### config.mk
export PLATFORM = sky130hd
export DESIGN_NAME = sh2_bus_arb
export DESIGN_NICKNAME = d
export VERILOG_FILES = /design/src/rtl/sh2_bus_arb_pkg.sv /design/src/rtl/sh2_bus_arb.sv
export SDC_FILE = /design/constraint.sdc
export NUM_CORES = 1
export LEC_CHECK = 0
export ABC_AREA = 1
export BUFFER_PORTS_ARGS = -buffer_cell sky130_fd_sc_hd__buf_2
export CAP_MARGIN = 20
export CORE_MARGIN = 3
export CORE_UTILIZATION = 45
export DETAILED_ROUTE_END_ITERATION = 8
export PLACE_DENSITY_LB_ADDON = 0.15
export SLEW_MARGIN = 15
export SYNTH_ARGS = -nofsm -noshare
export SYNTH_HDL_FRONTEND = slang
export SYNTH_SLANG_ARGS = --single-unit
### constraint.sdc
create_clock -name CLK -period 2.9 [get_ports CLK]
set_input_delay 0.435 -clock CLK [delete_from_list [all_inputs] [get_ports CLK]]
set_output_delay 0.435 -clock CLK [all_outputs]
set_load 0.02 [all_outputs]
### src/rtl/sh2_bus_arb_pkg.sv
// Shared types for the SH-2 external bus arbiter.
// State encoding, OWNER codes and the default grant timeout.
package SH2_BUS_ARB_PKG;

   typedef enum logic [2:0] {
      MST,
      RELQ,
      SLV,
      EXT,
      HAND,
      RET
   } state_t;

   localparam logic [1:0] OWN_MST = 2'd0;
   localparam logic [1:0] OWN_SLV = 2'd1;
   localparam logic [1:0] OWN_EXT = 2'd2;
   localparam logic [1:0] OWN_TRN = 2'd3;

   localparam int TIMEOUT_DEF = 255;

   function automatic logic [1:0] own_code(state_t s);
      case (s)
         MST:     return OWN_MST;
         SLV:     return OWN_SLV;
         EXT:     return OWN_EXT;
         default: return OWN_TRN;
      endcase
   endfunction

endpackage

### src/rtl/sh2_bus_arb.sv
// Shared SH-2 bus arbiter: master / slave SH7604 and one external requester.
// Define SH2_BUS_ARB_TIMEOUT_EN to abort a stalled master release with ERR.
module sh2_bus_arb
   import SH2_BUS_ARB_PKG::*;
#(
   parameter int FAIR    = 1,
   parameter int TIMEOUT = TIMEOUT_DEF
) (
   input  logic       CLK,
   input  logic       RST,
   input  logic       CE_R,
   output logic       MSH_BRLS_N,
   input  logic       MSH_BGR_N,
   input  logic       SSH_BREQ_N,
   output logic       SSH_BACK_N,
   input  logic       EXT_REQ,
   output logic       EXT_GNT,
   output logic [1:0] OWNER,
   output logic       ERR
);

   state_t state;
   state_t win;
   logic   last_ext;
   logic   lost;
   logic   s_req;
   logic   e_req;
   logic   go_win;

   assign s_req = ~SSH_BREQ_N;
   assign e_req = EXT_REQ;

   function automatic state_t pick(logic s, logic e, logic lx);
      if (s && e)
         return ((FAIR != 0) && lx) ? SLV : EXT;
      else if (s)
         return SLV;
      else
         return EXT;
   endfunction

   // In HAND the requester not just served goes first, else the same one again.
   always_comb begin
      win = RET;
      if (state == HAND) begin
         if (last_ext)
            win = s_req ? SLV : (e_req ? EXT : RET);
         else
            win = e_req ? EXT : (s_req ? SLV : RET);
      end else begin
         win = pick(s_req, e_req, last_ext);
      end
   end

   assign go_win = ~MSH_BGR_N &
                   (((state == RELQ) & (s_req | e_req)) |
                    ((state == HAND) & ~lost));

`ifdef SH2_BUS_ARB_TIMEOUT_EN
   localparam logic [7:0] TO_LAST = 8'(TIMEOUT - 1);
   logic [7:0] cnt;
`else
   logic unused_cfg;
   assign unused_cfg = ^8'(TIMEOUT);
   assign ERR = 1'b0;
`endif

   always_ff @(posedge CLK) begin
      if (RST) begin
         state      <= MST;
         last_ext   <= 1'b0;
         lost       <= 1'b0;
         MSH_BRLS_N <= 1'b1;
         SSH_BACK_N <= 1'b1;
         EXT_GNT    <= 1'b0;
         OWNER      <= OWN_MST;
`ifdef SH2_BUS_ARB_TIMEOUT_EN
         ERR        <= 1'b0;
         cnt        <= 8'd0;
`endif
      end else if (CE_R) begin
`ifdef SH2_BUS_ARB_TIMEOUT_EN
         ERR <= 1'b0;
`endif
         if (go_win) begin
            state      <= win;
            MSH_BRLS_N <= (win == RET);
            SSH_BACK_N <= (win != SLV);
            EXT_GNT    <= (win == EXT);
            OWNER      <= own_code(win);
            if (win != RET)
               last_ext <= (win == EXT);
         end else begin
            unique case (state)
               MST: begin
                  if (s_req | e_req) begin
                     state      <= RELQ;
                     MSH_BRLS_N <= 1'b0;
                     OWNER      <= OWN_TRN;
                     lost       <= 1'b0;
`ifdef SH2_BUS_ARB_TIMEOUT_EN
                     cnt        <= 8'd0;
`endif
                  end
               end
               RELQ: begin
                  if (~(s_req | e_req)) begin
                     state      <= RET;
                     MSH_BRLS_N <= 1'b1;
                  end
`ifdef SH2_BUS_ARB_TIMEOUT_EN
                  else if (cnt == TO_LAST) begin
                     ERR        <= 1'b1;
                     state      <= RET;
                     MSH_BRLS_N <= 1'b1;
                  end else begin
                     cnt <= cnt + 8'd1;
                  end
`endif
               end
               SLV: begin
                  if (MSH_BGR_N)
                     lost <= 1'b1;
                  if (SSH_BREQ_N) begin
                     SSH_BACK_N <= 1'b1;
                     OWNER      <= OWN_TRN;
                     if (lost | MSH_BGR_N) begin
                        state      <= RET;
                        MSH_BRLS_N <= 1'b1;
                     end else begin
                        state <= HAND;
                     end
                  end
               end
               EXT: begin
                  if (MSH_BGR_N)
                     lost <= 1'b1;
                  if (~EXT_REQ) begin
                     EXT_GNT <= 1'b0;
                     OWNER   <= OWN_TRN;
                     if (lost | MSH_BGR_N) begin
                        state      <= RET;
                        MSH_BRLS_N <= 1'b1;
                     end else begin
                        state <= HAND;
                     end
                  end
               end
               HAND: begin
                  state      <= RET;
                  MSH_BRLS_N <= 1'b1;
               end
               RET: begin
                  if (MSH_BGR_N) begin
                     state <= MST;
                     OWNER <= OWN_MST;
                  end
               end
               default: state <= MST;
            endcase
         end
      end
   end

endmodule

* Word level (Yosys, flattened, before mapping)
Cells that the tools add are included.
Word-level totals: output and inout bits 6, register bits after elaboration 10, input port bits 6
Cells by class: reductions and logical operators 17, muxes and demuxes 39, eq/ne operators 18, bitwise logic cells 10
Operator list (count):
- 3-bit two-way mux | 12
- 3-bit inequality test, second input constant | 6
- 3-bit one-hot mux with 6 select lines | 1
- 6-bit AND reduction | 3
- 1-bit two-way mux | 17
- 3-bit by 2-bit == test with 1-bit output, second input constant | 4
- 2-bit two-way mux | 5
- 3-bit == test, second input constant | 3
- 3-bit AND reduction | 3
- 2-bit one-hot mux with 4 select lines | 1
- 2-bit nonzero test | 4
- 3-bit zero test | 2
- 2-bit one-hot mux with 3 select lines | 1
- 6-bit nonzero test | 1
- 1-bit one-hot mux with 5 select lines | 1
- 5-bit AND reduction | 1
- 5-bit nonzero test | 1
- 2-bit by 1-bit inequality test with 1-bit output, second input constant | 2
- 1-bit NOT | 4
- 1-bit AND | 3
- 3-bit by 1-bit == test with 1-bit output, second input constant | 1
- 3-bit by 2-bit inequality test with 1-bit output, second input constant | 1
- 1-bit OR | 3
- 2-bit inequality test, second input constant | 1
- other kinds (3) | 3

* Longest topological paths before layout
Gate-level depths: netlist of the first run.
word-level depth 7, depth in mapped cells 11

* Worst setup path after synthesis of the first run
OpenSTA, ideal clock, no wires.
kind reg2reg, from register state[1], to register SSH_BACK_N, stages on the path, launching flop included 10, arrival time 1.121 ns, path slack 1.656 ns, path through dfxtp_1 buf_6 nor2_2 nand3_2 nand2_4 nand2_4 o21ai_0 nand2_1 nand2_1 nand3_1
On the way: word-level cells in the longest chain between the ends 6
RTL lines:
- start, declared | line sh2_bus_arb.sv:22 | state_t state;
- start signal, assigned | line sh2_bus_arb.sv:86 | state <= win;
- 3-bit by 1-bit == test with 1-bit output or 3-bit == test (tied branches) | line sh2_bus_arb.sv:56, sh2_bus_arb.sv:45, sh2_bus_arb.sv:57
- 1-bit AND, on equally long branches | line sh2_bus_arb.sv:56, sh2_bus_arb.sv:57
- 1-bit OR | line sh2_bus_arb.sv:56 | (((state == RELQ) & (s_req | e_req)) |
- 1-bit AND | line sh2_bus_arb.sv:55 | assign go_win = ~MSH_BGR_N &
- 2-bit nonzero test (no line)
- 3-bit AND reduction (no line)
- end signal, assigned | line sh2_bus_arb.sv:88 | SSH_BACK_N <= (win != SLV);
- end, declared | line sh2_bus_arb.sv:15 | output logic SSH_BACK_N,
Several ways; a longest one is shown, not always the timed one. A chain may end at the register's enable or synchronous reset.

* Worst setup path in the final report of the first run
from register state[2], to register MSH_BRLS_N
On the way: word-level cells in the longest chain between the ends 6
RTL lines:
- 3-bit by 1-bit == test with 1-bit output or 3-bit == test (tied branches)
- 1-bit AND, on equally long branches | line sh2_bus_arb.sv:56, sh2_bus_arb.sv:57
- 1-bit OR | line sh2_bus_arb.sv:56
- 1-bit AND | line sh2_bus_arb.sv:55
- 3-bit inequality test (no line) or 6-bit nonzero test (tied branches)
- 6-bit AND reduction (no line)
- end signal, assigned | line sh2_bus_arb.sv:87 | MSH_BRLS_N <= (win == RET);
- end, declared | line sh2_bus_arb.sv:12 | output logic MSH_BRLS_N,
Several ways; a longest one is shown, not always the timed one.

==> results of run 1 <==
## critical path, delay by kind of cell, from the launching register on
kind,cells,cell delay (ps)
buffers and inverters,2,210
AND/OR/NAND/NOR,6,530
flip-flops,1,450
AO/OA/AOI/OAI,1,130
## placed cells by master, fill, tap and decap left out
| master | netlist | final |
|---|---|---|
| nand2_2 | 5 | 5 |
| nand2_4 | 2 | 2 |
| nor2_4 | 1 | 1 |
| nor2_2 | 2 | 2 |
| o21ai_0 | 4 | 4 |
| a31oi_1 | 1 | 1 |
| inv_2 | 4 | 4 |
| nand2_1 | 32 | 32 |
| nand3b_1 | 1 | 1 |
| clkbuf_4 | 0 | 3 |
| nand3_2 | 3 | 3 |
| o31ai_1 | 1 | 1 |
| nand4_1 | 5 | 5 |
| inv_1 | 10 | 10 |
| dfxtp_1 | 10 | 10 |
| nand3_1 | 12 | 12 |
| buf_2 | 1 | 10 |
| conb_1 | 1 | 1 |
| a21oi_1 | 6 | 6 |
| clkbuf_8 | 0 | 1 |
| nor2_1 | 16 | 16 |
## logic make-up (layout without fill, tap and decap cells)
family,count (synthesis),count (layout),share of synthesized area [%]
AND/OR/NAND/NOR,79,79,52.9
buffers and inverters,17,28,10.4
AO/OA/AOI/OAI,12,12,8.73
flip-flops,10,10,27.4
other,1,1,0.513
## synthesized netlist by cell type
cell type	instances
nand2_1	32
nor2_1	16
nand3_1	12
dfxtp_1	10
inv_1	10
a21oi_1	6
nand2_2	5
nand4_1	5
inv_2	4
o21ai_0	4
nand3_2	3
nand2_4	2
nor2_2	2
a31oi_1	1
buf_2	1
buf_4	1
buf_6	1
conb_1	1
nand3b_1	1
nor2_4	1
o31ai_1	1
## final cells by class
cell class / count / area (um^2) / share of cell area, %
clock buffer: 4 / 36.3 / 4.47
inverter: 14 / 52.6 / 6.47
multi-input combinational: 92 / 454 / 55.9
sequential: 10 / 200 / 24.7
tap: 15 / 18.8 / 2.31
timing repair buffer: 10 / 50.0 / 6.16
## registers in the layout (all words and copies together), names as in the netlist
signal / cells
OWNER: 2
state: 3
lost: 1
EXT_GNT: 1
MSH_BRLS_N: 1
last_ext: 1
SSH_BACK_N: 1
## through the flow
stage	worst slack (ps)	hold slack, ps	cell area [um^2]
2_1_floorplan	1660	432	731
3_3_place_gp	1430	448	776
3_5_place_dp	1430	442	776
4_1_cts	1500	382	812
5_1_grt	1310	388	812
6_report	1470	382	812
## routing by layer
metal	routed length [um]	GRT usage (%)	vias to the layer above
met5	0	0	-
li1	-	-	404
met3	163	6.25	4
met1	728	24.2	370
met2	769	28.0	34
met4	31	6.82	0
## final timing paths
kind	startpoint	end	slack, ps	depth (start not counted)
max	state[2]	MSH_BRLS_N	1470	9
min	RST	state[1]	380	2
max reg2reg	state[2]	MSH_BRLS_N	1470	9
min reg2reg	EXT_GNT	EXT_GNT	460	2
## power by group through the flow
stage	registers, mW	logic [mW]	clock network, mW
4_1_cts	0.167	0.149	0.133
2_1_floorplan	0.177	0.110	0
6_report	0.167	0.151	0.129
3_5_place_dp	0.170	0.149	0
3_3_place_gp	0.170	0.148	0
5_1_grt	0.169	0.171	0.139
==> results.json, run 1 <==
{
  "antenna_found_initial": 0,
  "cts_sinks": 10,
  "p_comb_share_pct": 33.7,
  "p_total_uw": 447,
  "grt_pass1_wl_mm": 2.88,
  "synth_nets": 125,
  "insertion_delay_ps": 270,
  "overflow": 0,
  "hold_class": "input port to flop",
  "ys.warnings.count": 0,
  "worst_ep_arrival_time_ps": 1600,
  "irDropWorstVdd_mv": 0.324,
  "grt_pass1_vias": 703,
  "cts_buffer_depth": 2,
  "clk_pin_slew_worst_paths_ps": 70,
  "final_util_pct": 57.4,
  "fin_cells": 145,
  "synthesis.instances": 119,
  "post-route-min-period_ps": 1430,
  "intPower_uw": 278,
  "die_w_um": 46.3,
  "io_pins": 12,
  "ys_ff_latch": 10,
  "yosys-top-cells-area": "dfxtp_1 27%, nand2_1 16%, nand3_1 8.2%",
  "p_sw_uw": 169,
  "fin_setup_tns_ps": 0,
  "synth_top_area_share_pct": 27.4,
  "fin_skew_ps": 0.561,
  "drc": 0,
  "h-tree-depth": 1,
  "vias_per_cell": 5.60,
  "nFillCells": 134,
  "critPathLaunchType": "flop",
  "numCtsBuffers": 3,
  "min_period_over_period_pct": 49.4,
  "diodes": 0,
  "seq_power_share_pct": 37.4,
  "seq_area_frac_synth_pct": 27.4,
  "die_h_um": 46.3,
  "final_layout_size_suffix_gt1_share_pct": 23.8,
  "finalHoldViolCount": 0,
  "portBuffers": 10,
  "end_kind": "flop",
  "fmax_mhz": 698,
  "worst_path_max_delay_cell": "dfxtp_1",
  "rsz0062_at_grt": "no",
  "cp_max_fo": 10,
  "total_leakage_power_nw": 0.410,
  "ant_nets": 0,
  "gp_congestion": 0.879,
  "setup_viol": 0,
  "drv_cap": 0,
  "initial_core_util_pct": 51.6,
  "dr.pass1.iters": 4,
  "dp_cells": 141,
  "clock_power_share_pct": 28.9,
  "wire_per_inst_um": 11.7,
  "die_area_um2": 2140,
  "dp_hpwl_mm": 1.31,
  "grt_start_max_net_pins": 11,
  "routed-via-count": 812,
  "status": "complete, no violations",
  "worstPathRequired_ps": 3060,
  "power.share.switching_pct": 37.8,
  "post-cts-setup-buffer-count": 0,
  "routed_wl_mm": 1.69,
  "ctsHoldBuffers": 0,
  "core_area_um2": 1420,
  "cts_tree": "done",
  "cts-root-buf": "clkbuf_4",
  "cp_slowest_stage_delay_ps": 450,
  "synthDistinctLibCells": 21,
  "cts_resized": 0,
  "area_delta_synth_final_pct": 11.1,
  "path_cells": "inv_2 > nand2_2 > inv_2 > nand3_2 > nand2_2 > nor2_2 > nand2_1 > a21oi_1 > nand2_1",
  "track_usage_pct": 18.6,
  "drt_iter0_drc": 22,
  "syn_area_um2": 731,
  "std_cell_rows": 13,
  "crit_type": "flop to flop",
  "postSynthAreaPerCell_um2": 6.14,
  "layout.nets": 137,
  "maxSlewViolCount": 0,
  "yosysTopAreaCell": "dfxtp_1",
  "powerDensity_nw_per_um2": 550
}
Note: power is estimated with default switching activity, not from simulation.
==> inputs of run 2 (changes only) <==
- ABC_AREA: 1 -> 0
- clock period: 2.9 -> 1.4 ns (I/O delays scaled with it)
==> run 2 against run 1 <==
  * The flow now finishes with violations (negative setup slack)
  * Via count rose by 5.8%
  * Synthesized cell count fell by 20%
  * Critical path type unchanged
  * Critical path depth fell by 3
==> results.json, run 2 <==
{
  "cts_buffer_depth": 2,
  "maxSlewViolCount": 0,
  "synthDistinctLibCells": 39,
  "reg2reg_to": "MSH_BRLS_N",
  "yosys-top-cells-area": "dfxtp_1 26%, a21oi_1 6.4%, nand2b_1 6.4%",
  "yosys.area_share.adder_pct": 0,
  "met1_usage_pct": 28.8,
  "min_from": "RST",
  "worst_ep_arrival_time_ps": 1730,
  "met3_usage_pct": 4.14,
  "final_layout_size_suffix_gt1_share_pct": 52.2,
  "insertion_delay_ps": 270,
  "synth_top_area_share_pct": 25.6,
  "fin_skew_ps": 15.6,
  "startpoint": "state[2]",
  "dp_hpwl_mm": 1.69,
  "synth-xor-area-share_pct": 1.12,
  "ys.warnings.count": 0,
  "antenna_found_initial": 0,
  "die_area_um2": 2280,
  "rsz0062_at_grt": "yes",
  "muxShareOfSynthArea_pct": 5.11,
  "critPathLaunchType": "flop",
  "use_met2_pct": 39.8,
  "synth.cells.most_frequent": "10 x a21oi_1, 10 x dfxtp_1, 8 x nand2b_1, 6 x nor2_1, 6 x o21ai_0",
  "drv_cap": 0,
  "routed-via-count": 859,
  "violations": "negative setup slack",
  "r2r_slack_ps": -110,
  "hold-path-endpoint": "lost",
  "synthFlopType": "dfxtp_1",
  "drc": 0,
  "track_usage_pct": 23.9,
  "status": "finished with violations",
  "die_w_um": 47.7,
  "nFillCells": 129,
  "ys_async_sr_fraction_pct": 0,
  "synth_compound_gate_area_share_pct": 29.9,
  "cts_tree": "done",
  "seq_area_um2": 210,
  "busiest_layer": "met2",
  "cts_sinks": 10,
  "syn_area_um2": 783,
  "die_h_um": 47.7,
  "synth_top_family_by_area": "simple AND/OR/NAND/NOR gates",
  "whs_path_depth": 2,
  "overflow": 0,
  "powerDensity_nw_per_um2": 828,
  "r2r-start": "state[2]",
  "initial_core_util_pct": 49.7,
  "cts-root-buf": "clkbuf_4",
  "crit_type": "flop to flop",
  "io_pins": 12,
  "clk_pin_slew_worst_paths_ps": 70,
  "core_area_um2": 1580,
  "min_period_over_period_pct": 108,
  "synth_nets": 101,
  "wire_per_inst_um": 15.4,
  "fmax_mhz": 660,
  "std_cell_rows": 14,
  "postSynthAreaPerCell_um2": 8.24,
  "end_kind": "flop",
  "total_leakage_power_nw": 0.505,
  "top_register": "state",
  "largest_reg_flops": 3,
  "post-route-min-period_ps": 1510,
  "synth-edff-count": 0,
  "numCtsBuffers": 3,
  "final_common_cell": "buf_4",
  "cp_max_fo": 7,
  "grt_pass1_vias": 836,
  "dp_cells": 139,
  "ys_ff_latch": 10,
  "final_cell_mix": "30 x buf_4, 10 x buf_2, 8 x a21oi_1",
  "grt_start_max_net_pins": 14,
  "area_delta_synth_final_pct": 49.4,
  "layout.nets": 141,
  "largest_registers": "state x3, OWNER x2",
  "reg2reg_depth": 6,
  "preCtsSetupSlack_ps": -179,
  "p_total_uw": 969,
  "multiInputGateArea_um2": 594,
  "routed_wl_mm": 2.31,
  "setup_ws_ps": -114,
  "dr.pass1.iters": 4,
  "drt_iter0_drc": 7,
  "hold_class": "input port to flop",
  "irDropWorstVdd_mv": 0.701,
  "worstPathRequired_ps": 1610,
  "h-tree-depth": 1,
  "gp_congestion": 0.861,
  "post_synth_and_or_nand_nor_area_fraction_pct": 31.2,
  "fin_cells": 150,
  "ant_nets": 0,
  "setup_viol": 8,
  "yosysTopAreaCell": "dfxtp_1",
  "vias_per_cell": 5.73,
  "seq_area_frac_synth_pct": 25.6,
  "diodes": 0,
  "grt_pass1_wl_mm": 3.72,
  "portBuffers": 10,
  "finalHoldViolCount": 0,
  "synthesis.instances": 95
}
-- run 2: critical path, cell delays in order, from the launching register on --
cell and delay (ps):
dfxtp_2 340, buf_6 130, or4b_4 510, o311ai_4 120, nor3_2 90, nor3b_1 160, a21oi_2 110
-- run 2: cells by family after synthesis --
family / count (synthesis)
other cells: 1
simple gates: 37
compound gates: 32
flops: 10
buf+inv: 10
xor+xnor: 1
mux: 4
-- run 2: power breakdown --
group	leakage (nW)	internal [mW]	switching [mW]
clock	0.0210	0.158	0.101
combinational	0.400	0.192	0.191
sequential	0.0842	0.307	0.0192
-- run 2: worst max path at each step --
stage | endpoint | slack [ps] | cells after the start
after floorplan | MSH_BRLS_N | -40 | 6
after global placement | state[0] | -150 | 6
after detailed placement | state[0] | -180 | 6
after CTS | MSH_BRLS_N | -120 | 6
after global routing | MSH_BRLS_N | -160 | 5
final | MSH_BRLS_N | -110 | 6
-- run 2: timing repair --
item,4_1_cts,5_1_grt
setup endpoints to repair,9,9
pin swaps,11,5
hold buffers,0,0
gates resized for setup,21,3
setup buffers,6,1
-- run 2: layer usage --
metal  wire length, um  part of all wire (%)
met5                 0                     0
met4                46                   2.0
met3                90                   3.9
met2              1170                    51
met1              1010                    44
-- run 2: metrics by stage --
stage	setup TNS (ps)	utilization, %	hold WS [ps]	cell area [um^2]
after floorplan	-70.0	-	380	808
final	-501	74.2	236	1170
after global placement	-1090	64.4	457	1010
after global routing	-1050	74.2	236	1170
after detailed placement	-1160	64.4	482	1010
after CTS	-511	73.0	236	1150
-- run 2: cell type report --
class / count / area share (%)
inverter: 3 / 0.963
tap: 16 / 1.71
timing repair buffer: 42 / 25.5
clock buffer: 4 / 3.10
multi-input combinational: 75 / 50.8
sequential: 10 / 18.0
